==> src/rtl/instruction_encoder.sv <==
// ============================================================================
//  Module   : instruction_encoder
//  Packs an immediate into an RV32 instruction word (I/S/B/U/J formats)
//  behind a 2-entry valid/ready FIFO. Optional range checking of the
//  immediate is enabled by defining the macro RANGE_CHECK_EN.
//  Revision : 1.0
// ============================================================================
`default_nettype none

module instruction_encoder (
  input  logic        I_clk,
  input  logic        I_rst_n,
  input  logic        I_valid,
  output logic        O_ready,
  input  logic [2:0]  I_immsel,
  input  logic [31:0] I_imm,
  input  logic [31:0] I_base,
  output logic        O_valid,
  input  logic        I_ready,
  output logic [31:0] O_data,
  output logic        O_err
);

  // Format select codes, matching the immediate generator's decode.
  localparam logic [2:0] IMM_ITYPE = 3'd0;
  localparam logic [2:0] IMM_STYPE = 3'd1;
  localparam logic [2:0] IMM_BTYPE = 3'd2;
  localparam logic [2:0] IMM_UTYPE = 3'd3;
  localparam logic [2:0] IMM_JTYPE = 3'd4;

  logic [31:0] enc_word;
  logic        enc_err;

  always_comb begin
    enc_word = I_base;
    case (I_immsel)
      IMM_ITYPE: enc_word = {I_imm[11:0], I_base[19:0]};
      IMM_STYPE: enc_word = {I_imm[11:5], I_base[24:12], I_imm[4:0], I_base[6:0]};
      IMM_BTYPE: enc_word = {I_imm[12], I_imm[10:5], I_base[24:12],
                             I_imm[4:1], I_imm[11], I_base[6:0]};
      IMM_UTYPE: enc_word = {I_imm[31:12], I_base[11:0]};
      IMM_JTYPE: enc_word = {I_imm[20], I_imm[10:1], I_imm[11],
                             I_imm[19:12], I_base[11:0]};
      default:   enc_word = I_base;
    endcase
  end

`ifdef RANGE_CHECK_EN
  // A field is in range when all of its upper bits replicate the sign.
  always_comb begin
    enc_err = 1'b1;
    case (I_immsel)
      IMM_ITYPE,
      IMM_STYPE: enc_err = !((&I_imm[31:11]) || !(|I_imm[31:11]));
      IMM_BTYPE: enc_err = !((&I_imm[31:12]) || !(|I_imm[31:12])) || I_imm[0];
      IMM_JTYPE: enc_err = !((&I_imm[31:20]) || !(|I_imm[31:20])) || I_imm[0];
      IMM_UTYPE: enc_err = |I_imm[11:0];
      default:   enc_err = 1'b1;
    endcase
  end
`else
  assign enc_err = 1'b0;
`endif

  logic [32:0] mem [2];
  logic        wr_ptr;
  logic        rd_ptr;
  logic [1:0]  count;
  logic        started;
  logic        push;
  logic        pop;

  assign O_ready = started && (count != 2'd2);
  assign O_valid = (count != 2'd0);
  assign push    = I_valid && O_ready;
  assign pop     = O_valid && I_ready;
  assign O_data  = mem[rd_ptr][32:1];
  assign O_err   = mem[rd_ptr][0];

  always_ff @(posedge I_clk or negedge I_rst_n) begin
    if (!I_rst_n) begin
      mem[0]  <= '0;
      mem[1]  <= '0;
      wr_ptr  <= 1'b0;
      rd_ptr  <= 1'b0;
      count   <= 2'd0;
      started <= 1'b0;
    end else begin
      started <= 1'b1;
      if (push) begin
        mem[wr_ptr] <= {enc_word, enc_err};
        wr_ptr      <= ~wr_ptr;
      end
      if (pop) begin
        rd_ptr <= ~rd_ptr;
      end
      case ({push, pop})
        2'b10:   count <= count + 2'd1;
        2'b01:   count <= count - 2'd1;
        default: count <= count;
      endcase
    end
  end

endmodule

`default_nettype wire
==> config.mk <==
export PLATFORM = sky130hd
export DESIGN_NAME = instruction_encoder
export DESIGN_NICKNAME = d
export VERILOG_FILES = /design/src/rtl/instruction_encoder.sv
export SDC_FILE = /design/constraint.sdc
export NUM_CORES = 1
export LEC_CHECK = 0
export CAP_MARGIN = 20
export CORE_MARGIN = 10
export CORE_UTILIZATION = 49
export DETAILED_ROUTE_END_ITERATION = 10
export GPL_ROUTABILITY_DRIVEN = 0
export GPL_TIMING_DRIVEN = 0
export PLACE_DENSITY_LB_ADDON = 0.08
export RECOVER_POWER = 25
export SYNTH_ARGS = -nofsm -noshare
export SYNTH_HDL_FRONTEND = slang
export SYNTH_SLANG_ARGS = --single-unit
export TNS_END_PERCENT = 100
==> constraint.sdc <==
create_clock -name I_clk -period 1.9 [get_ports I_clk]
set_input_delay 0.38 -clock I_clk [delete_from_list [all_inputs] [get_ports I_clk]]
set_output_delay 0.38 -clock I_clk [all_outputs]
set_load 0.01 [all_outputs]
==> impl_metrics.tcl <==
set metrics [dict create \
    status "finished with violations" \
    violations "max-capacitance violations, max-slew violations, negative setup slack" \
    drc_errors 0 \
    vias 3595 \
    first_iter_violations 387 \
    r2r_start "count[0]" \
    whs_ps 467.3 \
    syn_area_mm2 0.004064 \
    dp_slack_ps -252.6 \
    die_w_um 111.1 \
    rows 33 \
    clkTransAtPathRegs_ps 80 \
    skew_ps 6.408 \
    synth.area.mux_share 0.1515 \
    setup.worst_path.start_class "register" \
    grt_max_degree 70 \
    die_h_um 111.1 \
    cts_root_buf "clkbuf_8" \
    ys_seq_elements 69 \
    cts_buffers 9 \
    tightest_slew_ps 1672 \
    synth_compound_area_frac 0.2278 \
    wirelength_mm 12.09 \
    worstSkewPairLatency_ps 340 \
    p_leak_nw 2.301 \
    ant_nets 0 \
    routedWlPerCell_um 19.85 \
    synthFlopType "dfrtp_1" \
    startpoint "rd_ptr" \
    arrival_ps 1740 \
    grt.overflow.total 0 \
    netlist_instances 382 \
    syn-num-nets 454 \
    fin_crit_sh 1.114 \
    grt_pass1_vias 3912 \
    slew_headroom -0.1144 \
    seq_area_frac_synth 0.4249 \
    num-fill-cells 645 \
    ir_drop_uv 490.2 \
    ff_latch_area_mm2 0.001729 \
    nNetsFinal 571 \
    path_max_fanout 10 \
    multi_input_area_mm2 0.002058 \
    area_growth_pct 35.96 \
    vias_per_cell 5.903 \
    num_io_pins 106 \
    placed_area_mm2 0.005214 \
    drt-pass1-iter-count 4 \
    design_area_mm2 0.005525 \
    async_reset_ff_frac 1.000 \
    port_buffers 102 \
    final_util 0.6793 \
    syn_area_per_cell_um2 10.64 \
    clock_path_buffers 2 \
    setup.worst_path.end_class "output pin" \
    synth-xor-area-share 0.01509 \
    finalWorstSetupSlack_ps -216.5 \
    power_density_mw_per_mm2 1422 \
    clock-sinks 69 \
    hold_violations 0 \
    grt_pass1_wl_mm 19.81 \
    cts_tree "yes" \
    drive_gt1_frac 0.2262 \
    fmax_ghz 0.4725 \
    dieArea_mm2 0.01234 \
    synth_cell_types 47 \
    min_period_ps 2116 \
    h-tree-depth 3 \
    synth_edf_count 0 \
    coreArea_mm2 0.008134 \
    setup_tns_ps -299.0 \
    synth_top_family_by_area "compound AO/OA/AOI/OAI gates" \
    antennaDiodeCount 0 \
    synthAdderAreaFrac 0.005542 \
    ys_warn_count 0 \
    r2r_cells 6 \
    r2r-end "count[1]" \
    hp-class "in2async" \
    path_class "reg2out" \
    synth_simple_gate_area_frac 0.1010 \
    cts_hold_buf 0 \
    crit_required_ps 1520 \
    hpwlAfterDp_mm 9.060 \
    antenna_found_initial 0 \
    setup-violations-final 4 \
    drv_cap 1 \
    ff2ff_setup_slack_ps 140 \
    slew_violations 70 \
    rsz0062_at_grt "true" \
    worstSetupEndpoint "O_data[8]" \
    start_util 0.4996 \
    track_usage 0.1922 \
]
## cell type report
class                           count  share of cell area
Tap cell                          105             0.02378
Sequential cell                    69              0.3130
Clock buffer                        9             0.02242
Multi-Input combinational cell    257              0.3725
Timing Repair Buffer              107              0.1911
Inverter                           15             0.01019
Clock inverter                      7             0.01766
Buffer                             40             0.04937
## worst min path at each step
stage	from	endpoint	slack, ps	cells past startpoint
after floorplan	I_rst_n	count[0]	80	0
after global placement	mem[6]	mem[6]	460	1
after detailed placement	mem[4]	mem[4]	470	1
after CTS	I_rst_n	mem[27]	170	1
after global routing	mem[39]	mem[39]	520	1
final	I_rst_n	mem[5]	470	1
## layer usage
| metal | global-route usage | vias up | part of all wire |
|---|---|---|---|
| met4 | 0.04970 | 0 | 0.0074 |
| met3 | 0.05249 | 7 | 0.069 |
| met1 | 0.2463 | 1763 | 0.45 |
| li1 | - | 1691 | - |
| met5 | 0 | - | 0 |
| met2 | 0.3117 | 134 | 0.47 |
## cell families after synthesis
| logic type | count (synthesis) |
|---|---|
| xor+xnor | 7 |
| mux | 56 |
| other cells | 2 |
| compound gates | 135 |
| fa+ha+maj | 2 |
| simple gates | 55 |
| flops | 69 |
| buf+inv | 56 |
## timing repair
item / CTS / global route
resized for setup: 52 / 29
buffers inserted: 4 / 1
gates cloned: 0 / 0
setup endpoints to repair: 34 / 24
## placed cells by master, fill, tap and decap left out, types with 10 or more instances in the layout
cell type        instances
clkdlybuf4s50_1         68
buf_2                   14
dlymetal6s2s_1          15
o21ai_0                 11
o22ai_1                 10
inv_1                   14
o221ai_1                10
mux2_2                  34
a31oi_1                 64
dfrtp_1                 67
mux2i_1                 12
## cell usage after synthesis (all sizes together), types with 5 or more instances
| cell | n | area (um2) |
|---|---|---|
| nand2b | 5 | 31.28 |
| dfrtp | 69 | 1727 |
| a21bo | 8 | 80.08 |
| nor3b | 9 | 67.56 |
| o221ai | 10 | 87.58 |
| o21ai | 13 | 68.82 |
| buf | 28 | 185.2 |
| nand4bb | 6 | 67.56 |
| a32oi | 9 | 78.83 |
| mux2 | 44 | 495.5 |
| nand2 | 9 | 33.78 |
| a21boi | 8 | 60.06 |
| clkbuf | 13 | 52.55 |
| inv | 15 | 56.30 |
| mux2i | 12 | 120.1 |
| a31oi | 64 | 400.4 |
| a21oi | 8 | 40.04 |
| o22ai | 10 | 62.56 |
## stage by stage
step / power (mW) / instances
final: 7.859 / 609
after global routing: 8.379 / 609
after CTS: 7.959 / 609
after detailed placement: 6.618 / 589
after global placement: 6.488 / 589
after floorplan: 4.749 / 382
## critical path, cell delays in order (launching register included)
cell	delay [ps]
dfrtp_2	430
buf_8	160
mux2_2	330
clkdlybuf4s50_1	480
## report_power, final
| group | leakage [nW] | internal, mW | switching, mW | total (mW) |
|---|---|---|---|---|
| combinational | 1.42 | 2.05 | 1.91 | 3.96 |
| sequential | 0.773 | 2.18 | 0.377 | 2.56 |
| clock | 0.106 | 0.745 | 0.589 | 1.33 |
## sequential cells by signal (all words and copies together) (netlist names)
register  flops
count         2
mem          64
rd_ptr        1
started       1
wr_ptr        1
(Power assumes the default switching activity.)
